`src/rtl/calc_result_display.sv`:
```
// calc_result_display: accepts one sign-magnitude calculator result, splits the
// magnitude into tens/units with a subtract-10 sequencer and drives a 4-digit
// multiplexed active-low 7-segment display (an_n[3] is the leftmost digit).
// Optional feature macro: CALC_ERR_BLINK_EN (blinks the error pattern).
module calc_result_display #(
    parameter int unsigned REFRESH_DIV  = 16,
    parameter int unsigned BLINK_FRAMES = 8
) (
    input  logic       clk,
    input  logic       rst_n,
    input  logic       res_valid,
    input  logic [4:0] res_data,
    input  logic       res_err,
    output logic       res_ready,
    output logic [6:0] seg_n,
    output logic [3:0] an_n
);

    localparam int unsigned RW = (REFRESH_DIV > 1) ? $clog2(REFRESH_DIV) : 1;

    // Display symbols: 0..9 are decimal digits, the rest are glyphs.
    localparam logic [3:0] SYM_MINUS = 4'd10;
    localparam logic [3:0] SYM_E     = 4'd11;
    localparam logic [3:0] SYM_R     = 4'd12;
    localparam logic [3:0] SYM_BLANK = 4'd15;

    typedef enum logic {IDLE, CONV} state_t;

    state_t        state;
    logic [3:0]    work;
    logic [3:0]    tens;
    logic          sign;
    logic          err;
    logic [3:0]    digit     [4];
    logic [3:0]    digit_nxt [4];
    logic [RW-1:0] refresh_cnt;
    logic [1:0]    index;
    logic [1:0]    index_nxt;
    logic          wrap_c;
    logic          commit_c;
    logic          blank_c;

    // Segment pattern (gfedcba, active low) for one display symbol.
    function automatic logic [6:0] seg_code(input logic [3:0] sym);
        case (sym)
            4'd0:      seg_code = 7'h40;
            4'd1:      seg_code = 7'h79;
            4'd2:      seg_code = 7'h24;
            4'd3:      seg_code = 7'h30;
            4'd4:      seg_code = 7'h19;
            4'd5:      seg_code = 7'h12;
            4'd6:      seg_code = 7'h02;
            4'd7:      seg_code = 7'h78;
            4'd8:      seg_code = 7'h00;
            4'd9:      seg_code = 7'h10;
            SYM_MINUS: seg_code = 7'h3F;
            SYM_E:     seg_code = 7'h06;
            SYM_R:     seg_code = 7'h2F;
            default:   seg_code = 7'h7F;
        endcase
    endfunction

    assign commit_c  = (state == CONV) && (err || (work < 4'd10));
    assign wrap_c    = (refresh_cnt == RW'(REFRESH_DIV - 1));
    assign index_nxt = wrap_c ? index + 2'd1 : index;

    // Next display contents: only the commit cycle changes them.
    always_comb begin
        digit_nxt = digit;
        if (commit_c) begin
            if (err) begin
                digit_nxt[3] = SYM_BLANK;
                digit_nxt[2] = SYM_E;
                digit_nxt[1] = SYM_R;
                digit_nxt[0] = SYM_R;
            end else begin
                // Negative zero is shown without the minus sign.
                digit_nxt[3] = (sign && ((tens != 4'd0) || (work != 4'd0))) ? SYM_MINUS : SYM_BLANK;
                digit_nxt[2] = SYM_BLANK;
                digit_nxt[1] = (tens != 4'd0) ? tens : SYM_BLANK;
                digit_nxt[0] = work;
            end
        end
    end

    // Handshake and subtract-10 conversion sequencer.
    always_ff @(posedge clk or negedge rst_n) begin
        if (!rst_n) begin
            state     <= IDLE;
            res_ready <= 1'b1;
            work      <= 4'd0;
            tens      <= 4'd0;
            sign      <= 1'b0;
            err       <= 1'b0;
        end else begin
            case (state)
                IDLE: begin
                    if (res_valid && res_ready) begin
                        work      <= res_data[3:0];
                        tens      <= 4'd0;
                        sign      <= res_data[4];
                        err       <= res_err;
                        res_ready <= 1'b0;
                        state     <= CONV;
                    end
                end
                CONV: begin
                    if (commit_c) begin
                        res_ready <= 1'b1;
                        state     <= IDLE;
                    end else begin
                        work <= work - 4'd10;
                        tens <= tens + 4'd1;
                    end
                end
                default: state <= IDLE;
            endcase
        end
    end

    // Committed display registers.
    always_ff @(posedge clk or negedge rst_n) begin
        if (!rst_n) begin
            for (int i = 0; i < 4; i++) digit[i] <= SYM_BLANK;
        end else begin
            digit <= digit_nxt;
        end
    end

`ifdef CALC_ERR_BLINK_EN
    localparam int unsigned FW = (BLINK_FRAMES > 1) ? $clog2(BLINK_FRAMES) : 1;

    logic [FW-1:0] frame_cnt;
    logic          phase;
    logic          shown_err;
    logic          frame_wrap_c;
    logic          frame_last_c;

    assign frame_wrap_c = wrap_c && (index == 2'd3);
    assign frame_last_c = (frame_cnt == FW'(BLINK_FRAMES - 1));

    // Blink phase: toggles every BLINK_FRAMES scan frames, restarts on commit.
    always_ff @(posedge clk or negedge rst_n) begin
        if (!rst_n) begin
            frame_cnt <= '0;
            phase     <= 1'b0;
            shown_err <= 1'b0;
        end else if (commit_c) begin
            frame_cnt <= '0;
            phase     <= 1'b0;
            shown_err <= err;
        end else if (frame_wrap_c) begin
            if (frame_last_c) begin
                frame_cnt <= '0;
                phase     <= ~phase;
            end else begin
                frame_cnt <= frame_cnt + FW'(1);
            end
        end
    end

    // Blank the segments when the error pattern is in its dark phase.
    always_comb begin
        blank_c = 1'b0;
        if (commit_c) begin
            blank_c = 1'b0;
        end else if (shown_err) begin
            blank_c = (frame_wrap_c && frame_last_c) ? ~phase : phase;
        end
    end
`else
    logic unused_blink;

    // Keeps the blink parameter referenced in builds without blinking.
    assign unused_blink = |BLINK_FRAMES;
    assign blank_c      = 1'b0;
`endif

    // Digit scan; outputs are registered from next-state values so that
    // seg_n always matches the digit currently enabled on an_n.
    always_ff @(posedge clk or negedge rst_n) begin
        if (!rst_n) begin
            refresh_cnt <= '0;
            index       <= 2'd0;
            an_n        <= 4'b1110;
            seg_n       <= 7'h7F;
        end else begin
            refresh_cnt <= wrap_c ? '0 : refresh_cnt + RW'(1);
            index       <= index_nxt;
            an_n        <= ~(4'b0001 << index_nxt);
            seg_n       <= blank_c ? 7'h7F : seg_code(digit_nxt[index_nxt]);
        end
    end

endmodule

```
`config.mk`:
```
export PLATFORM = sky130hd
export DESIGN_NAME = calc_result_display
export DESIGN_NICKNAME = d
export VERILOG_FILES = /design/src/rtl/calc_result_display.sv
export SDC_FILE = /design/constraint.sdc
export NUM_CORES = 1
export LEC_CHECK = 0
export BUFFER_PORTS_ARGS = -buffer_cell sky130_fd_sc_hd__buf_2
export CORE_MARGIN = 1.5
export CORE_UTILIZATION = 35
export CTS_CLUSTER_DIAMETER = 40
export DETAILED_ROUTE_END_ITERATION = 16
export GPL_TIMING_DRIVEN = 1
export PLACE_DENSITY_LB_ADDON = 0.12
export SLEW_MARGIN = 20
export SYNTH_ARGS = -nofsm -noshare
export SYNTH_HDL_FRONTEND = slang
export SYNTH_SLANG_ARGS = --single-unit
```
`constraint.sdc`:
```
create_clock -name clk -period 5.4 [get_ports clk]
set_clock_uncertainty 0.15 [all_clocks]
set_input_delay 0.27 -clock clk [delete_from_list [all_inputs] [get_ports clk]]
set_output_delay 0.27 -clock clk [all_outputs]
set_load 0.02 [all_outputs]
```
-- After elaboration in Yosys (flattened, before gate mapping)
Memories as Yosys holds them, arrays and structs flattened. A register that Yosys moved wholly into a read port is not among the register bits.
Cells that the tools add are included.
- bits of input ports: 9
- memories: 1
- bits in read-only memories: 112
- flip-flop bits (word level): 38
- word-level logic and storage cells: 60
- output and inout port bits: 12
- reductions and logical operators: 11
- order comparisons: 2
- eq/ne operators: 4
- add/subtract/negate cells: 4
- shift operators: 1
- muxes and demuxes: 21
- bitwise logic cells: 3
- memories (memory ; words ; width ; read ports ; clocked after Yosys merged registers in ; wr ports ; RTL line ; source):
    (name not given) ; 16 ; 7 ; 1 ; 1 ; 0 ; 45 ; case (sym)
- operators by type and width (operator ; count):
    two-way mux 16 bit ; 2
    two-way mux 4 bit ; 8
    case mux 4 bit (2 select lines) ; 2
    adder 4 x 1 -> 4 bit (second input constant) ; 2
    binary-select mux 4 bit (select 2 bit) ; 1
    nonzero test 4 bit ; 2
    AND reduction 2 bit ; 3
    == test 4 bit (second input constant) ; 1
    less-than comparator 4 bit (second input constant) ; 1
    two-way mux 1 bit ; 4
    != test 2 bit (second input constant) ; 2
    NOT 4 bit ; 1
    case mux 1 bit (2 select lines) ; 2
    left shift 1 x 2 -> 4 bit (first input constant) ; 1
    subtractor 4 bit (second input constant) ; 1
    >= comparator 3 bit (second input constant) ; 1
    logical AND 1 bit ; 3
    two-way mux 3 bit ; 1
    NOT 2 -> 3 bit ; 1
    adder 2 x 1 -> 2 bit (second input constant) ; 1
    logical OR 1 bit ; 2
    two-way mux 2 bit ; 1
    != test 2 x 1 -> 1 bit (second input constant) ; 1
    logical NOT 1 bit ; 1
    NOT 1 bit ; 1

-- Logic depth before layout (Yosys ltp)
Gate-level depths: netlist of run 1.
- depth after elaboration: 9
- depth in mapped cells: 12
- depth with buffers taken out: 12

-- Worst setup path after synthesis of run 1
OpenSTA, ideal clock, no wires.
- path kind: flip-flop to flip-flop
- start: reg refresh_cnt[0]
- end: reg seg_n[4]
- buffers on the path: 1
- data arrival time: 2.349 ns
- required time: 5.173 ns
- path slack: 2.823 ns
- cell stages (with the launch flop): 12
- library setup time: 0.077 ns
- period minus slack after synthesis: 2.577 ns
- path through: dfrtp_1 -> ha_1 -> and3_1 -> buf_2 -> mux2_1 -> o22ai_1 -> a221o_1 -> nand3_1 -> inv_1 -> ha_1 -> mux2_2 -> o22ai_1
- longest elaborated chain between the ends: 6
- RTL lines (what ; RTL line ; source):
    start: declaration ; 36 ; logic [RW-1:0] refresh_cnt;
    start signal: assignment ; 188 ; refresh_cnt <= wrap_c ? '0 : refresh_cnt + RW'(1);
    == test 4 bit ; 64 ; assign wrap_c = (refresh_cnt == RW'(REFRESH_DIV - 1));
    two-way mux 2 bit ; 65 ; assign index_nxt = wrap_c ? index + 2'd1 : index;
    NOT 2 -> 3 bit (implied by the code) ; 191 ; seg_n <= blank_c ? 7'h7F : seg_code(digit_nxt[index_nxt]);
    binary-select mux 4 bit (select 2 bit) ; 191 ;
    two-way mux 4 bit (implied by the code) (2 in series) ; 191 ;
    end: declaration ; 15 ; output logic [6:0] seg_n,
No other way between the ends. The select of a mux whose other input is x is not followed.
A chain may end at the register's enable or synchronous reset.

-- Final worst setup path of run 1
- start: reg state
- end: reg seg_n[3]
- longest elaborated chain between the ends: 5
- RTL lines (what ; RTL line ; source):
    start: declaration ; 29 ; state_t state;
    start signal: assignment ; 89 ; state <= IDLE;
    start signal: assignment ; 104 ; state <= CONV;
    start signal: assignment ; 110 ; state <= IDLE;
    logical AND 1 bit ; 63 ; assign commit_c = (state == CONV) && (err || (work < 4'd10));
    two-way mux 16 bit ; 70 ; if (commit_c) begin
    binary-select mux 4 bit (select 2 bit) ; 191 ;
    two-way mux 4 bit (implied by the code) (2 in series) ; 191 ;
No other way between the ends. The select of a mux whose other input is x is not followed.

==> results.toml, run 1 <==
[global_route]
grt_pass1_vias = 1593
antenna_found_initial = 0
grt_pass1_wl_um = 7710
grt_overflow = 0
grtUsageTotal_pct = 13.6
grt_max_degree = 46

[cts]
clk_transition_reported_paths_ns = 0.09
root_buffer = "clkbuf_8"
clkLatencyLatePin_ns = 0.30
cts_made_buffers = 5
cts_resized = 0
cts_max_level = 2
cts_tree = "done"
cts_hold_buf = 0
postCtsSetupRepairBufs = 0
cts_max_path_buffers = 2
clock-sinks = 45

[final_layout]
antenna_cells = 0
stdcell_count = 325
fin_util_pct = 40.3
drive_gt1_share_pct = 26.2
syn_to_final_growth_pct = 11.1
final_nets = 266

[setup_path]
r2r_end = "seg_n[3]$_DFF_PN1_"
start_kind = "flop"
cpMostUsedCell = "o21ai_0"
worstSetupPathType = "reg -> reg"
cp.required_ns = 5.44
regToRegSetupSlack_ns = 2.39
max_stage_delay_ns = 0.65
worst-r2r-cell-count = 8
critPathMaxFanout = 16
crit_start = "state$_DFF_PN0_"
end_kind = "flop"
r2r_start = "state$_DFF_PN0_"
crit_arrival_ns = 3.05
slowest_stage = "dfrtp_1"
crit_path_cell_trace = "o21ai_1 -> a2bb2oi_1 -> o21ai_0 -> o21ai_0 -> inv_1 -> ha_1 -> mux2i_1 -> a22oi_1"

[placed_design]
port_buffers = 20
numPlacedInstances = 316
dp_hpwl_um = 3040
dp_worst_setup_slack_ns = 2.24
gp_congestion = 0.731

[die]
dieArea_um2 = 7110
rows = 29
ios = 21
die_w_um = 84.3
initial_core_util_pct = 36.2
core_area_um2 = 6390
die_h_um = 84.3

[pwr]
leakage_nw = 1.06
powerDensity_nw_per_um2 = 450
peakVddDrop_mv = 0.187
fin_total_pwr_mw = 1.16

[route]
drt_iter0_drc = 76
first_pass_iters = 4
route.vias.total = 1664
ant_nets = 0
wire_per_inst_um = 13.5
viasPerCell = 5.12
drcViolationCount = 0
drt_wl_total_um = 4370

[synthesis]
yosys-top-cells-area = "dfstp_2 (31%), dfrtp_1 (19%), ha_1 (5.4%)"
ys_seq_area_share_pct = 50.1
syn-cell-area_um2 = 2310
ys_ff_latch = 45
synthesis.instances = 228
synth_top_area_share_pct = 30.6
synth_ff_type = "dfstp_2"
yosys.area.top_type = "dfstp_2"
yosys_warnings = 0
synth_edf_count = 0
syn_nets = 247
ys_types = 53
syn_area_per_cell_um2 = 10.2
async_flop_share_pct = 100

[sta]
final.setup.worst_slack_ns = 2.39
relSlewSlack_pct = 50.7
finalCritPeriodShare_pct = 55.7
rsz0062_at_grt = "false"
finalSetupTns_ns = 0
max_slew.worst_pin.slew_ns = 0.732
setup_viol = 0
hold_viol_final = 0
fmax_mhz = 332
slew_violations = 0
finalCriticalPeriod_ns = 3.01

[flow_run]
maxCapViolations = 0

[worst_hold_path]
hold_end = "work[0]$_DFFE_PN0P_"
hold_class = "in -> reg"
hold_depth = 3
hold_start = "res_data[0]"

[status]
status = "complete, no violations"
## per-layer routing
metal | vias to the layer above | global-route usage [%] | part of all wire [%]
met5 | - | 0 | 0
met4 | 0 | 4.47 | 1.4
met3 | 6 | 3.64 | 4.0
met2 | 37 | 20.7 | 44
met1 | 796 | 18.7 | 50
li1 | 825 | - | -
## critical path: cells and delay by family (launching register included)
| family | cells | cell delay (ns) |
|---|---|---|
| compound gates | 5 | 1.53 |
| fa+ha+maj | 1 | 0.23 |
| mux | 1 | 0.18 |
| flops | 1 | 0.65 |
| buf+inv | 1 | 0.15 |
## through the flow
stage / hold slack, ns / area (µm²)
floorplan: -0.176 / 2310
global placement: 0.296 / 2460
detailed placement: 0.301 / 2460
CTS: 0.00730 / 2550
global route: 0.0225 / 2570
finish: 0.0142 / 2570
## Yosys cell counts, types with 5 or more instances
cell / number
o21ai_0: 14
nor2b_1: 6
dfrtp_1: 18
ha_1: 10
nor3b_1: 5
mux2i_1: 6
nand2_1: 24
nand3_1: 7
inv_1: 19
dfstp_2: 27
nor2_1: 15
a21oi_1: 6
## state kept, by name (all words and copies together), names as in the netlist
register	flops
an_n	4
digit	16
err	1
index	2
refresh_cnt	4
res_ready	1
seg_n	7
sign	1
state	1
tens	4
work	4
## kinds of logic (layout without fill, tap and decap cells)
kind of cell | Yosys count | after routing | share of synthesized area (%)
fa+ha+maj | 10 | 10 | 5.41
xor+xnor | 5 | 5 | 1.89
compound gates | 53 | 53 | 16.1
buf+inv | 28 | 48 | 5.08
flops | 45 | 45 | 50.1
simple gates | 79 | 79 | 17.8
mux | 8 | 8 | 3.57
## where the power goes
group,leakage [nW],internal [mW],switching [mW]
Combinational,0.512,0.162,0.239
Sequential,0.503,0.461,0.0817
Clock,0.0455,0.105,0.110
## cell usage in the layout, fill, tap and decap left out, drive strengths merged, types with 2 or more instances in the layout
cell / n
a21oi: 6
a221oi: 2
a22oi: 3
and2: 4
and2b: 2
buf: 20
clkbuf: 8
dfrtp: 18
dfstp: 27
ha: 10
inv: 19
mux2: 2
mux2i: 6
nand2: 25
nand2b: 4
nand3: 7
nor2: 15
nor2b: 6
nor3: 2
nor3b: 5
nor4: 2
o21a: 4
o21ai: 17
o221ai: 2
o22ai: 4
o2bb2ai: 2
or2: 4
xor2: 4
## area by class of cell
cell class / instances / area, µm²
fillers: 667 / 3810
flip-flops and latches: 45 / 1160
multi-input cells: 155 / 1040
repair buffers: 21 / 113
well taps: 77 / 96.3
clock buffers: 8 / 90.1
inverters: 19 / 71.3
## how the worst max path moves through the flow
| stage | to | slack [ns] | cells past startpoint |
|---|---|---|---|
| 4_1_cts | seg_n[5]$_DFF_PN1_ | 2.22 | 7 |
| 3_5_place_dp | seg_n[5]$_DFF_PN1_ | 2.24 | 7 |
| 6_report | seg_n[3]$_DFF_PN1_ | 2.39 | 8 |
| 2_1_floorplan | seg_n[4]$_DFF_PN1_ | 2.82 | 11 |
| 3_3_place_gp | seg_n[5]$_DFF_PN1_ | 2.31 | 7 |
| 5_1_grt | seg_n[3]$_DFF_PN1_ | 1.98 | 8 |
No activity file was read; power rests on OpenSTA's default activity.
==> inputs of run 2 (changes only) <==
==> constraint.sdc (replaced) <==
create_clock -name clk -period 2.96 [get_ports clk]
set_clock_uncertainty 0.15 [all_clocks]
set_input_delay 0.148 -clock clk [delete_from_list [all_inputs] [get_ports clk]]
set_output_delay 0.148 -clock clk [all_outputs]
set_load 0.02 [all_outputs]
==> results.toml, run 2 (synthesized netlist as in run 1, its figures left out) <==
[status]
status = "complete, no violations"

[final_layout]
fin_util_pct = 41.9
final_cell_mix = "dfstp_2 (27), nand2_1 (24), inv_1 (19), buf_2 (19), dfrtp_1 (18)"
syn_to_final_growth_pct = 15.5
final_nets = 277
drive_gt1_share_pct = 29.3
antenna_cells = 0
num-fill-cells = 634
largest-register = "digit"
layout_commonest_cell = "dfstp_2"
seq_area_um2 = 1160
largestRegisters = "digit x16, seg_n x7"
largest_reg_flops = 16
multi_input_area_um2 = 1040

[pwr]
powerDensity_nw_per_um2 = 824
peakVddDrop_mv = 0.427
leakage_nw = 1.12

[cts]
clock-sinks = 45
clkLatencyLatePin_ns = 0.30
cts_max_path_buffers = 2
postCtsSetupRepairBufs = 0
root_buffer = "clkbuf_8"
clk_transition_reported_paths_ns = 0.08
cts_tree = "done"
cts_made_buffers = 5
cts_max_level = 2

[die]
initial_core_util_pct = 36.2
die_w_um = 84.3
die_h_um = 84.3
rows = 29
ios = 21
core_area_um2 = 6390
dieArea_um2 = 7110

[sta]
slew_violations = 0
finalSetupTns_ns = 0
rsz0062_at_grt = "false"
relSlewSlack_pct = 62.8
finalCriticalPeriod_ns = 2.75
max_slew.worst_pin.slew_ns = 0.558
setup_viol = 0
finalCritPeriodShare_pct = 93.0
hold_viol_final = 0
fmax_mhz = 363

[setup_path]
end_kind = "flop"
crit_family = "compound AO/OA/AOI/OAI gates"
crit_start = "refresh_cnt[0]$_DFF_PN0_"
critPathMaxFanout = 10
path_buf_inv = 1
r2r_start = "refresh_cnt[0]$_DFF_PN0_"
max_stage_delay_ns = 0.41
worstSetupPathType = "reg -> reg"
cp.required_ns = 3.04
crit_path_cell_trace = "ha_1 -> and3_2 -> mux2_1 -> o22ai_1 -> a221o_1 -> nand3_1 -> inv_1 -> ha_1 -> mux2_2 -> o22ai_1"
slowest_stage = "dfrtp_1"
crit_arrival_ns = 2.83
start_kind = "flop"

[route]
first_pass_iters = 4
drcViolationCount = 0
drt_wl_total_um = 4550
drt_iter0_drc = 53
viasPerCell = 4.86
ant_nets = 0
wire_per_inst_um = 13.5
route.vias.total = 1632

[placed_design]
gp_congestion = 0.783
dp_hpwl_um = 3190
port_buffers = 20

[worst_hold_path]
hold_start = "res_data[1]"
hold_class = "in -> reg"

[global_route]
antenna_found_initial = 0
grt_overflow = 0
grt_max_degree = 46
grt_pass1_vias = 1575
grt_pass1_wl_um = 7800
grtUsageTotal_pct = 14.0

[flow_run]
maxCapViolations = 0
## run 2: power by group
group          leakage [nW]  switching (mW)  internal (mW)  total, mW
clock network        0.0542           0.206          0.211      0.417
registers             0.503           0.103          0.841      0.944
logic                 0.565           0.497          0.346      0.843
## run 2: per-layer routing
metal	share of wire, %	vias to the layer above	global-route usage (%)
met2	43	18	20.7
met3	2.7	5	3.74
li1	-	840	-
met1	52	769	19.7
met4	1.7	0	5.37
met5	0	-	0
## run 2: repair_timing
item	4_1_cts	5_1_grt
endpoints found under the hold margin	21	0
hold buffers	4	0
resized for setup	0	3
setup endpoints to repair	0	7
## run 2: through the flow
step | cells | setup slack (ns) | area, µm² | total power, mW | hold slack [ns]
floorplan | 228 | 0.383 | 2310 | 1.53 | -0.298
global placement | 324 | 0.193 | 2520 | 1.80 | 0.191
detailed placement | 324 | 0.0787 | 2520 | 1.80 | 0.196
CTS | 336 | 0.0407 | 2670 | 2.24 | 0.00388
global route | 336 | 0.0389 | 2670 | 2.38 | 0.0102
finish | 336 | 0.207 | 2670 | 2.20 | 0.00538
## run 2: tightest hold or removal path, cell delays in order
cell and delay [ns]:
buf_2 0.08, mux2i_1 0.05, a21oi_1 0.14
## run 2: final timing paths
path,to,slack (ns),depth (start not counted)
max,seg_n[4]$_DFF_PN1_,0.21,10
max reg2reg,seg_n[4]$_DFF_PN1_,0.21,10
min in group asynchronous,work[1]$_DFFE_PN0P_,0.23,2
min reg2reg,digit[12]$_DFF_PN1_,0.31,2
min,work[1]$_DFFE_PN0P_,0.005,3
max in group asynchronous,digit[3]$_DFF_PN1_,2.04,2
## run 2: final cells by class
cell class	count	share of cell area, %
clock buffer	7	3.60
clock inverter	1	0.187
inverter	19	2.67
multi-input combinational	155	39.0
sequential	45	43.4
tap	77	3.60
timing repair buffer	32	7.58
==> inputs of run 3 (changes only) <==
--- a/config.mk
+++ b/config.mk
@@ -8,6 +8,7 @@
 export BUFFER_PORTS_ARGS = -buffer_cell sky130_fd_sc_hd__buf_2
 export CORE_MARGIN = 1.5
 export CORE_UTILIZATION = 35
+export CTS_BUF_LIST = sky130_fd_sc_hd__clkbuf_16
 export CTS_CLUSTER_DIAMETER = 40
 export DETAILED_ROUTE_END_ITERATION = 16
 export GPL_TIMING_DRIVEN = 1
==> results.toml, run 3 (synthesized netlist as in run 1, its figures left out) <==
[status]
status = "complete, no violations"

[placed_design]
placed_area_um2 = 2520
port_buffers = 20
dp_worst_setup_slack_ns = 0.0787
gp_congestion = 0.783
dp_hpwl_um = 3190
numPlacedInstances = 324

[final_layout]
final_nets = 277
largest-register = "digit"
seq_area_um2 = 1160
largestRegisters = "digit x16, seg_n x7"
final_cell_mix = "dfstp_2 (27), nand2_1 (24), inv_1 (19), buf_2 (19), dfrtp_1 (18)"
drive_gt1_share_pct = 28.6
largest_reg_flops = 16
layout_commonest_cell = "dfstp_2"
stdcell_count = 336
fin_util_pct = 42.4
final_area_um2 = 2710
syn_to_final_growth_pct = 17.1
multi_input_area_um2 = 1040
num-fill-cells = 632
antenna_cells = 0

[setup_path]
cp.required_ns = 3.02
start_kind = "flop"
crit_arrival_ns = 2.81
end_kind = "flop"
crit_family = "compound AO/OA/AOI/OAI gates"
path_buf_inv = 1
slowest_stage = "dfrtp_1"
worstSetupPathType = "reg -> reg"
max_stage_delay_ns = 0.46
critPathMaxFanout = 11
crit_path_cell_trace = "o21ai_4 -> o21a_1 -> o21ai_0 -> a221o_1 -> nand3_1 -> inv_1 -> ha_1 -> mux2_2 -> o22ai_1"

[pwr]
peakVddDrop_mv = 0.441
powerDensity_nw_per_um2 = 857
leakage_nw = 1.14

[cts]
cts_tree = "done"
clk_transition_reported_paths_ns = 0.06
clkLatencyLatePin_ns = 0.28
root_buffer = "clkbuf_16"
postCtsSetupRepairBufs = 0
cts_max_level = 2
cts_made_buffers = 5
clock-sinks = 45
cts_max_path_buffers = 2

[die]
ios = 21
core_area_um2 = 6390
die_w_um = 84.3
die_h_um = 84.3
dieArea_um2 = 7110
initial_core_util_pct = 36.2
rows = 29

[global_route]
grt_max_degree = 46
grt_pass1_vias = 1577
grt_overflow = 0
antenna_found_initial = 0
grtUsageTotal_pct = 14.3
grt_pass1_wl_um = 7830

[sta]
hold_viol_final = 0
finalSetupTns_ns = 0
setup_viol = 0
fmax_mhz = 363
max_slew.worst_pin.slew_ns = 0.556
final.setup.worst_slack_ns = 0.208
relSlewSlack_pct = 62.9
rsz0062_at_grt = "false"
finalCritPeriodShare_pct = 93.0
slew_violations = 0
finalCriticalPeriod_ns = 2.75

[route]
wire_per_inst_um = 13.7
drt_wl_total_um = 4600
first_pass_iters = 4
dr_wl_met3_um = 137
ant_nets = 0
drcViolationCount = 0
top_layer_used = "met4"
viasPerCell = 4.86
wl_met1_um = 2440
route.vias.total = 1634
drt_iter0_drc = 61
wl_met2_um = 1950

[worst_hold_path]
hold_class = "in -> reg"

[flow_run]
maxCapViolations = 0
run 3: changes by cell type in the layout (fill, tap and decap cells not counted):
cell / delta
clkbuf_8: -7
clkbuf_16: +5
clkinv_1: +2
run 3: what timing repair did:
item / in CTS / in global routing
endpoints found under the setup margin: 0 / 7
hold buffers: 4 / 0
hold endpoints to repair: 21 / 0
resized for setup: 0 / 3
run 3: final cells by class:
class / count / area share (%)
Clock buffer: 5 / 4.62
Sequential cell: 45 / 42.8
Clock inverter: 3 / 0.462
Inverter: 19 / 2.63
Tap cell: 77 / 3.55
Multi-Input combinational cell: 155 / 38.5
Timing Repair Buffer: 32 / 7.48
run 3: final timing paths:
path | start | to | slack [ns] | depth (start not counted)
setup / recovery | work[2]$_DFFE_PN0P_ | seg_n[4]$_DFF_PN1_ | 0.21 | 9
hold / removal | res_data[1] | work[1]$_DFFE_PN0P_ | 0.03 | 3
setup reg to reg | work[2]$_DFFE_PN0P_ | seg_n[4]$_DFF_PN1_ | 0.21 | 9
hold reg to reg | digit[12]$_DFF_PN1_ | digit[12]$_DFF_PN1_ | 0.31 | 2
max in group asynchronous | rst_n | digit[3]$_DFF_PN1_ | 2.03 | 2
min in group asynchronous | rst_n | work[1]$_DFFE_PN0P_ | 0.24 | 2
run 3: metrics by stage:
stage | hold WS (ns) | power [mW]
2_1_floorplan | -0.298 | 1.53
3_3_place_gp | 0.191 | 1.80
3_5_place_dp | 0.196 | 1.80
4_1_cts | 0.0241 | 2.35
5_1_grt | 0.0295 | 2.50
6_report | 0.0250 | 2.32
run 3: routing by layer:
layer | up-vias | track usage (%)
met3 | 7 | 3.74
li1 | 843 | -
met4 | 0 | 6.26
met1 | 761 | 20.1
met2 | 23 | 20.7
met5 | - | 0
run 3: worst register-to-register path, cell delays in order (launching register included):
cell and delay [ns]:
dfrtp_1 0.46, o21ai_4 0.28, o21a_1 0.41, o21ai_0 0.13, a221o_1 0.31, nand3_1 0.20
inv_1 0.13, ha_1 0.21, mux2_2 0.26, o22ai_1 0.15
run 3: report_power, final:
group          switching, mW  internal, mW
sequential             0.104         0.842
combinational          0.500         0.346
clock                  0.225         0.305
